`config.mk`:
```
export PLATFORM = sky130hd
export DESIGN_NAME = uart_rx
export DESIGN_NICKNAME = d
export VERILOG_FILES = /design/src/rtl/config_pkg.sv /design/src/rtl/uart_pkg.sv /design/src/rtl/sync_ff.sv /design/src/rtl/uart_rx.sv
export SDC_FILE = /design/constraint.sdc
export NUM_CORES = 1
export LEC_CHECK = 0
export BUFFER_PORTS_ARGS = -buffer_cell sky130_fd_sc_hd__buf_4
export CELL_PAD_IN_SITES_DETAIL_PLACEMENT = 0
export CELL_PAD_IN_SITES_GLOBAL_PLACEMENT = 1
export CORE_UTILIZATION = 30
export CTS_BUF_LIST = sky130_fd_sc_hd__clkbuf_2
export DETAILED_ROUTE_END_ITERATION = 10
export PLACE_DENSITY_LB_ADDON = 0.1
export SLEW_MARGIN = 20
export SYNTH_ARGS = -nofsm -noshare
export SYNTH_HDL_FRONTEND = slang
export SYNTH_SLANG_ARGS = --single-unit
```
`constraint.sdc`:
```
create_clock -name clk_i -period 3.1 [get_ports clk_i]
set_clock_uncertainty 0.05 [all_clocks]
set_input_delay 0 -clock clk_i [delete_from_list [all_inputs] [get_ports clk_i]]
set_output_delay 0 -clock clk_i [all_outputs]
set_load 0.02 [all_outputs]
```
`src/rtl/config_pkg.sv`:
```
// rtl/config_pkg.sv - shared configuration types
package config_pkg;

    typedef logic [31:0] word;

endpackage

```
`src/rtl/uart_pkg.sv`:
```
// rtl/uart_pkg.sv - shared uart types and constants
package uart_pkg;

    localparam int DataBitsDefault = 8;

    // Right shift that turns a bit period into a half bit period.
    localparam int HalfBitShift = 1;

    typedef enum logic [2:0] {
        IDLE,
        START,
        DATA,
        STOP,
        WAIT_IDLE
    } uart_rx_state_t;

endpackage

```
`src/rtl/sync_ff.sv`:
```
// rtl/sync_ff.sv - multi-stage synchronizer with reset value 1
module sync_ff #(
    parameter int Stages = 2
) (
    input  logic clk_i,
    input  logic reset_i,
    input  logic d,
    output logic q
);

    logic [Stages-1:0] ff;

    // Shift chain. Resets high so an idle serial line does not look like a start bit.
    always_ff @(posedge clk_i or negedge reset_i) begin
        if (!reset_i) begin
            ff <= '1;
        end else begin
            ff <= {ff[Stages-2:0], d};
        end
    end

    assign q = ff[Stages-1];

endmodule

```
`src/rtl/uart_rx.sv`:
```
// rtl/uart_rx.sv - 8N1 uart receiver with one-entry holding register
module uart_rx
    import uart_pkg::*;
    import config_pkg::*;
#(
    parameter int DataBits   = DataBitsDefault,
    parameter int SyncStages = 2
) (
    input  logic                clk_i,
    input  logic                reset_i,
    input  logic [31:0]         prescaler,
    input  logic                rx,
    output logic [DataBits-1:0] d_out,
    output logic                d_valid,
    input  logic                d_ready,
    output logic                framing_err,
    output logic                overrun,
    output logic                busy
);

    localparam int IdxW = (DataBits > 1) ? $clog2(DataBits) : 1;

    uart_rx_state_t      state_q, state_d;
    word                 n_q, n_d;
    word                 cnt_q, cnt_d;
    word                 n_new;
    logic [IdxW-1:0]     idx_q, idx_d;
    logic [DataBits-1:0] shift_q, shift_d;
    logic                rx_s;
    logic                frame_good;
    logic                frame_bad;

    sync_ff #(
        .Stages (SyncStages)
    ) u_sync (
        .clk_i   (clk_i),
        .reset_i (reset_i),
        .d       (rx),
        .q       (rx_s)
    );

    // prescaler=0 would give a one-cycle bit with no half-bit point, so clamp to N=2.
    assign n_new = (prescaler == 32'd0) ? word'(2) : prescaler + word'(1);
    assign busy  = (state_q != IDLE);

    // Frame state, bit period, cycle counter, bit index and shift register.
    always_ff @(posedge clk_i or negedge reset_i) begin
        if (!reset_i) begin
            state_q <= IDLE;
            n_q     <= '0;
            cnt_q   <= '0;
            idx_q   <= '0;
            shift_q <= '0;
        end else begin
            state_q <= state_d;
            n_q     <= n_d;
            cnt_q   <= cnt_d;
            idx_q   <= idx_d;
            shift_q <= shift_d;
        end
    end

    // Next-state logic; the counter reaching 1 marks a sampling point on rx_s.
    always_comb begin
        state_d    = state_q;
        n_d        = n_q;
        cnt_d      = cnt_q;
        idx_d      = idx_q;
        shift_d    = shift_q;
        frame_good = 1'b0;
        frame_bad  = 1'b0;
        case (state_q)
            IDLE: begin
                if (!rx_s) begin
                    n_d     = n_new;
                    cnt_d   = n_new >> HalfBitShift;
                    state_d = START;
                end
            end
            START: begin
                if (cnt_q == word'(1)) begin
                    if (!rx_s) begin
                        idx_d   = '0;
                        cnt_d   = n_q;
                        state_d = DATA;
                    end else begin
                        state_d = IDLE;
                    end
                end else begin
                    cnt_d = cnt_q - word'(1);
                end
            end
            DATA: begin
                if (cnt_q == word'(1)) begin
                    shift_d = {rx_s, shift_q} >> 1;
                    cnt_d   = n_q;
                    if (idx_q == IdxW'(DataBits - 1)) begin
                        state_d = STOP;
                    end else begin
                        idx_d = idx_q + 1'b1;
                    end
                end else begin
                    cnt_d = cnt_q - word'(1);
                end
            end
            STOP: begin
                if (cnt_q == word'(1)) begin
                    if (rx_s) begin
                        frame_good = 1'b1;
                        state_d    = IDLE;
                    end else begin
                        frame_bad = 1'b1;
                        state_d   = WAIT_IDLE;
                    end
                end else begin
                    cnt_d = cnt_q - word'(1);
                end
            end
            WAIT_IDLE: begin
                if (rx_s) begin
                    state_d = IDLE;
                end
            end
            default: state_d = IDLE;
        endcase
    end

    // Holding register handshake plus one-cycle error pulses.
    always_ff @(posedge clk_i or negedge reset_i) begin
        if (!reset_i) begin
            d_out       <= '0;
            d_valid     <= 1'b0;
            framing_err <= 1'b0;
            overrun     <= 1'b0;
        end else begin
            framing_err <= frame_bad;
            overrun     <= 1'b0;
            if (frame_good && (!d_valid || d_ready)) begin
                d_out   <= shift_q;
                d_valid <= 1'b1;
            end else begin
                if (frame_good) begin
                    overrun <= 1'b1;
                end
                if (d_valid && d_ready) begin
                    d_valid <= 1'b0;
                end
            end
        end
    end

endmodule

```
==> out/summary.md <==
Largest net degree at the start of global routing: 41. The logs give 630 ps for the worst-skew pair later-pin latency and 18820 um2 for the die area. The run gives 41.59% as the portion of the post-synthesis area used by sequential elements. The tools report the type of origin of the critical path as a flop. The reported max-cap violation count was 0; the headroom to the max-slew limit was 35.56%. Counting flops and latches in the post-synthesis netlist gives 91.

The maximum fanout along the worst path came out at 19. By area, the combinational part of the netlist is dominated by simple AND/OR/NAND/NOR gates. Summed over all failing endpoints, the final setup total negative slack is 0 ps.

For this run, the slowest stage of the critical path takes 580 ps. The tools report the achievable clock frequency as 0.3496 GHz. The number of DRC markers in iteration 0 is 315.

The data required time of the critical path is 3600 ps, and the final RePlAce weighted congestion is 0.8597. The cell total after placement is 878, and the power per cell area is 387.0 nW/um2. At the worst endpoint, the arrival time is 3360 ps.

TritonCTS built the clock tree. Yosys synthesis warning count: 0. A synthesized cell averages 9.016 um2.

The number of enable flip-flop cells after synthesis was 0. In this run the static leakage power is 2.926 nW. The synthesized design devotes to its leading area cell type 40.63% of total area. Post-synthesis mux area share: 4.405%. The startpoint identified for the worst hold timing path is d_ready. The highest-delay cell along the critical path was sky130_fd_sc_hd__or4_1. In this run the core area contains 49 standard-cell rows.

The run finished with clean final reports. Global routing used 19.80% of the available tracks. The via density per instance was 5.346; the total overflow reported by the global router was 0. The count of cells in the finished layout, fillers not included, comes to 960.

Walking the worst path, the cells encountered are or4_1, nand3b_4, o31ai_1, a21o_1, buf_4, buf_4, o21ai_0, o21ai_0. The ratio of final minimum period to clock period came out at 92.26%. The run gives 5132 as the vias after detailed routing. Once the clock tree was built, the setup fixing pass inserted 0 buffers.

The core region is 17960 um2. The tools report the number of antenna violations at the first check in global routing as 1. The utilization after layout was 39.24%; the clock transition at the register clock pins on the worst setup and hold paths after CTS was 290 ps.

The tools report the number of nets in the layout as 767. The startpoint identified for the worst register-to-register timing path is cnt_q[29]$_DFFE_PN0P_. The library cell with the largest summed area after synthesis was sky130_fd_sc_hd__dfrtp_1.

In this run the register-to-register setup slack is 240 ps. The H-tree was split into 3 levels. The worst path needs 2860 ps of the cycle, external delays included.

In this run the critical register-to-register path is captured at cnt_q[8]$_DFFE_PN0P_. Dividing the detail-routed wire length by the instance count gives 18.22 um. The tree built by TritonCTS fans out to 91 sinks. Setup repair after global routing left no endpoint under its margin. The count of endpoints failing hold in the final timing report was 0; the number of port buffers was 47.

The final layout contains routed wiring with a total length of 17490 um. TritonCTS created 9 clock buffers. The design draws 2.727 mW. Counting flops with an async set or reset pin after synthesis yields a share of 100.0%. The layout overhead on the synthesized area is 28.58%.

The detail route stage leaves a number of antenna-violating nets equal to 0. Once detailed placement completed, the half-perimeter wirelength came to 12650 um. The tightest min-delay check is of the in2reg type. The y dimension of the die is 137.2 um. The layout has 1826 filler cells.

The synthesized netlist occupies a cell area of 5482 um2. The tools report the root buffer cell as sky130_fd_sc_hd__clkbuf_2. The run gives 0 as the max-slew violation total from the final report. The fraction of the mapped netlist area in adder cells was 1.370%. The worst setup path is of the reg2reg kind. The number of global-route vias before repair is 5037, and the xor and xnor area share after synthesis is 4.793%. The fraction of final layout cells with drive strength greater than 1 was 18.08%. Setup violations remaining at the end of the flow were counted as 0. The logs give 2280 um2 for the sequential cell area in the final layout and 58 for the count of different cell masters after synthesis. The first global-routing pass estimated 27830 um of wire. The primary flip-flop cell chosen by synthesis mapping is sky130_fd_sc_hd__dfrtp_1. Synthesis produced a netlist with a net count of 650.

In this run the worst setup path terminates at cnt_q[8]$_DFFE_PN0P_. Measured in cells, the most critical reg-to-reg path has a length of 8. For the DRC violation count after routing, the log shows 0. The most critical setup path has its startpoint at cnt_q[29]$_DFFE_PN0P_.

In this run the deepest clock path goes through 2 buffers. Area fraction in compound gates after synthesis: 17.58%. IR analysis of the VDD net gives a maximum drop of 0.1934 mV. The simple-gate portion of the synthesized area works out to 26.61%. During I/O placement, the number of pins put on the boundary was 48. The initial utilization of the core area, before any placement, comes to 30.51%.

For the cell count after synthesis, the log shows 608. The tools report the endpoint class of the critical path as a flop. From left edge to right edge, the die measures 137.2 um. Multi-input logic area: 3019 um2. For the detailed-router iteration count before antenna repair, the log shows 4. At the pin with the least slew margin, the transition time is 963.1 ps.

Ranked by total cell area, the synthesized netlist is headed by sky130_fd_sc_hd__dfrtp_1 41%, sky130_fd_sc_hd__nand2_1 5.0%, sky130_fd_sc_hd__o21ai_0 4.8%, sky130_fd_sc_hd__xnor2_1 3.4%, sky130_fd_sc_hd__nor2_1 3.0%.
==> layout make-up <==
cell class / instances / share of cell area [%]
repair buffers: 141 / 17.75
well taps: 229 / 4.065
inverters: 15 / 0.7989
clock buffers: 9 / 0.6391
multi-input cells: 467 / 42.84
flip-flops and latches: 91 / 32.35
clock inverters: 7 / 1.527
diodes: 1 / 0.03551
==> what timing repair did <==
action | in CTS | in global routing
hold buffers | 65 | 0
gates resized for setup | 0 | 0
endpoints found under the hold margin | 157 | 0
==> stage by stage <==
stage | area (um2) | setup slack, ps | hold WS (ps)
after CTS | 7046 | 215.4 | 98.87
after global placement | 6217 | 325.6 | 12.80
after floorplan | 5482 | 562.5 | -345.6
after global routing | 7048 | 34.25 | 137.6
final | 7048 | 239.9 | 149.4
after detailed placement | 6225 | 283.0 | 8.041
==> worst max-delay path, delay by kind of cell, from the launching register on <==
kind            cells  cell delay (ps)
buf+inv             2              460
compound gates      4              940
flops               1              490
simple gates        2              830
==> routing by layer <==
layer | share of wire, % | GRT usage, %
met5 | 0 | 0
met4 | 1.6 | 6.166
met3 | 2.7 | 2.539
met2 | 48 | 33.39
met1 | 47 | 26.25
==> layout by cell type, fill, tap and decap left out, drive strengths merged, types with 11 or more instances in the layout <==
cell type	instances
a21oi	13
buf	77
dfrtp	89
dlygate4sd3	64
inv	19
mux2	17
nand2	73
nand3	21
nand4	21
nor2	44
nor3	33
nor4	28
o21ai	53
o2bb2ai	13
or3	11
xnor2	21
==> Yosys cell counts, types with 3 or more instances <==
library cell                count
sky130_fd_sc_hd__dfrtp_1       89
sky130_fd_sc_hd__nand2_1       73
sky130_fd_sc_hd__o21ai_0       53
sky130_fd_sc_hd__nor2_1        44
sky130_fd_sc_hd__nor3_1        30
sky130_fd_sc_hd__clkbuf_1      25
sky130_fd_sc_hd__nor4_1        23
sky130_fd_sc_hd__nand3_1       21
sky130_fd_sc_hd__nand4_1       21
sky130_fd_sc_hd__xnor2_1       21
sky130_fd_sc_hd__inv_1         15
sky130_fd_sc_hd__a21oi_1       13
sky130_fd_sc_hd__o2bb2ai_1     13
sky130_fd_sc_hd__or3_1         11
sky130_fd_sc_hd__a221oi_1       9
sky130_fd_sc_hd__mux2_2         9
sky130_fd_sc_hd__xor2_1         9
sky130_fd_sc_hd__mux2_4         8
sky130_fd_sc_hd__a21o_1         7
sky130_fd_sc_hd__buf_2          7
sky130_fd_sc_hd__nand2b_1       7
sky130_fd_sc_hd__o211ai_1       7
sky130_fd_sc_hd__or4_1          7
sky130_fd_sc_hd__and2_1         6
sky130_fd_sc_hd__ha_1           6
sky130_fd_sc_hd__o31ai_1        6
sky130_fd_sc_hd__a22o_1         5
sky130_fd_sc_hd__o22ai_1        5
sky130_fd_sc_hd__or2_2          5
sky130_fd_sc_hd__a221o_1        4
sky130_fd_sc_hd__a2bb2oi_1      4
sky130_fd_sc_hd__a31oi_1        4
sky130_fd_sc_hd__nor4_2         3
==> power breakdown <==
group,internal (mW),switching (mW)
sequential,1.30,0.138
combinational,0.258,0.262
clock,0.285,0.484
==> cell families (layout without fill, tap and decap cells) <==
kind of cell / Yosys count / in the layout
flops: 91 / 91
other cells: 0 / 1
xor+xnor: 30 / 30
buf+inv: 50 / 172
fa+ha+maj: 6 / 6
compound gates: 143 / 143
simple gates: 269 / 269
mux: 19 / 19
==> worst min path at each step <==
stage / to / cells past startpoint
6_report: overrun$_DFF_PN0_ / 4
5_1_grt: overrun$_DFF_PN0_ / 4
4_1_cts: overrun$_DFF_PN0_ / 4
3_5_place_dp: cnt_q[5]$_DFFE_PN0P_ / 1
3_3_place_gp: cnt_q[5]$_DFFE_PN0P_ / 1
2_1_floorplan: cnt_q[0]$_DFFE_PN0P_ / 0
==> sequential cells by signal (all words and copies together), names as in the netlist <==
| name | cells |
|---|---|
| idx_q | 3 |
| d_valid | 1 |
| d_out | 8 |
| u_sync.ff | 2 |
| cnt_q | 32 |
| overrun | 1 |
| framing_err | 1 |
| state_q | 3 |
| n_q | 32 |
| shift_q | 8 |
(Power assumes the default switching activity.)
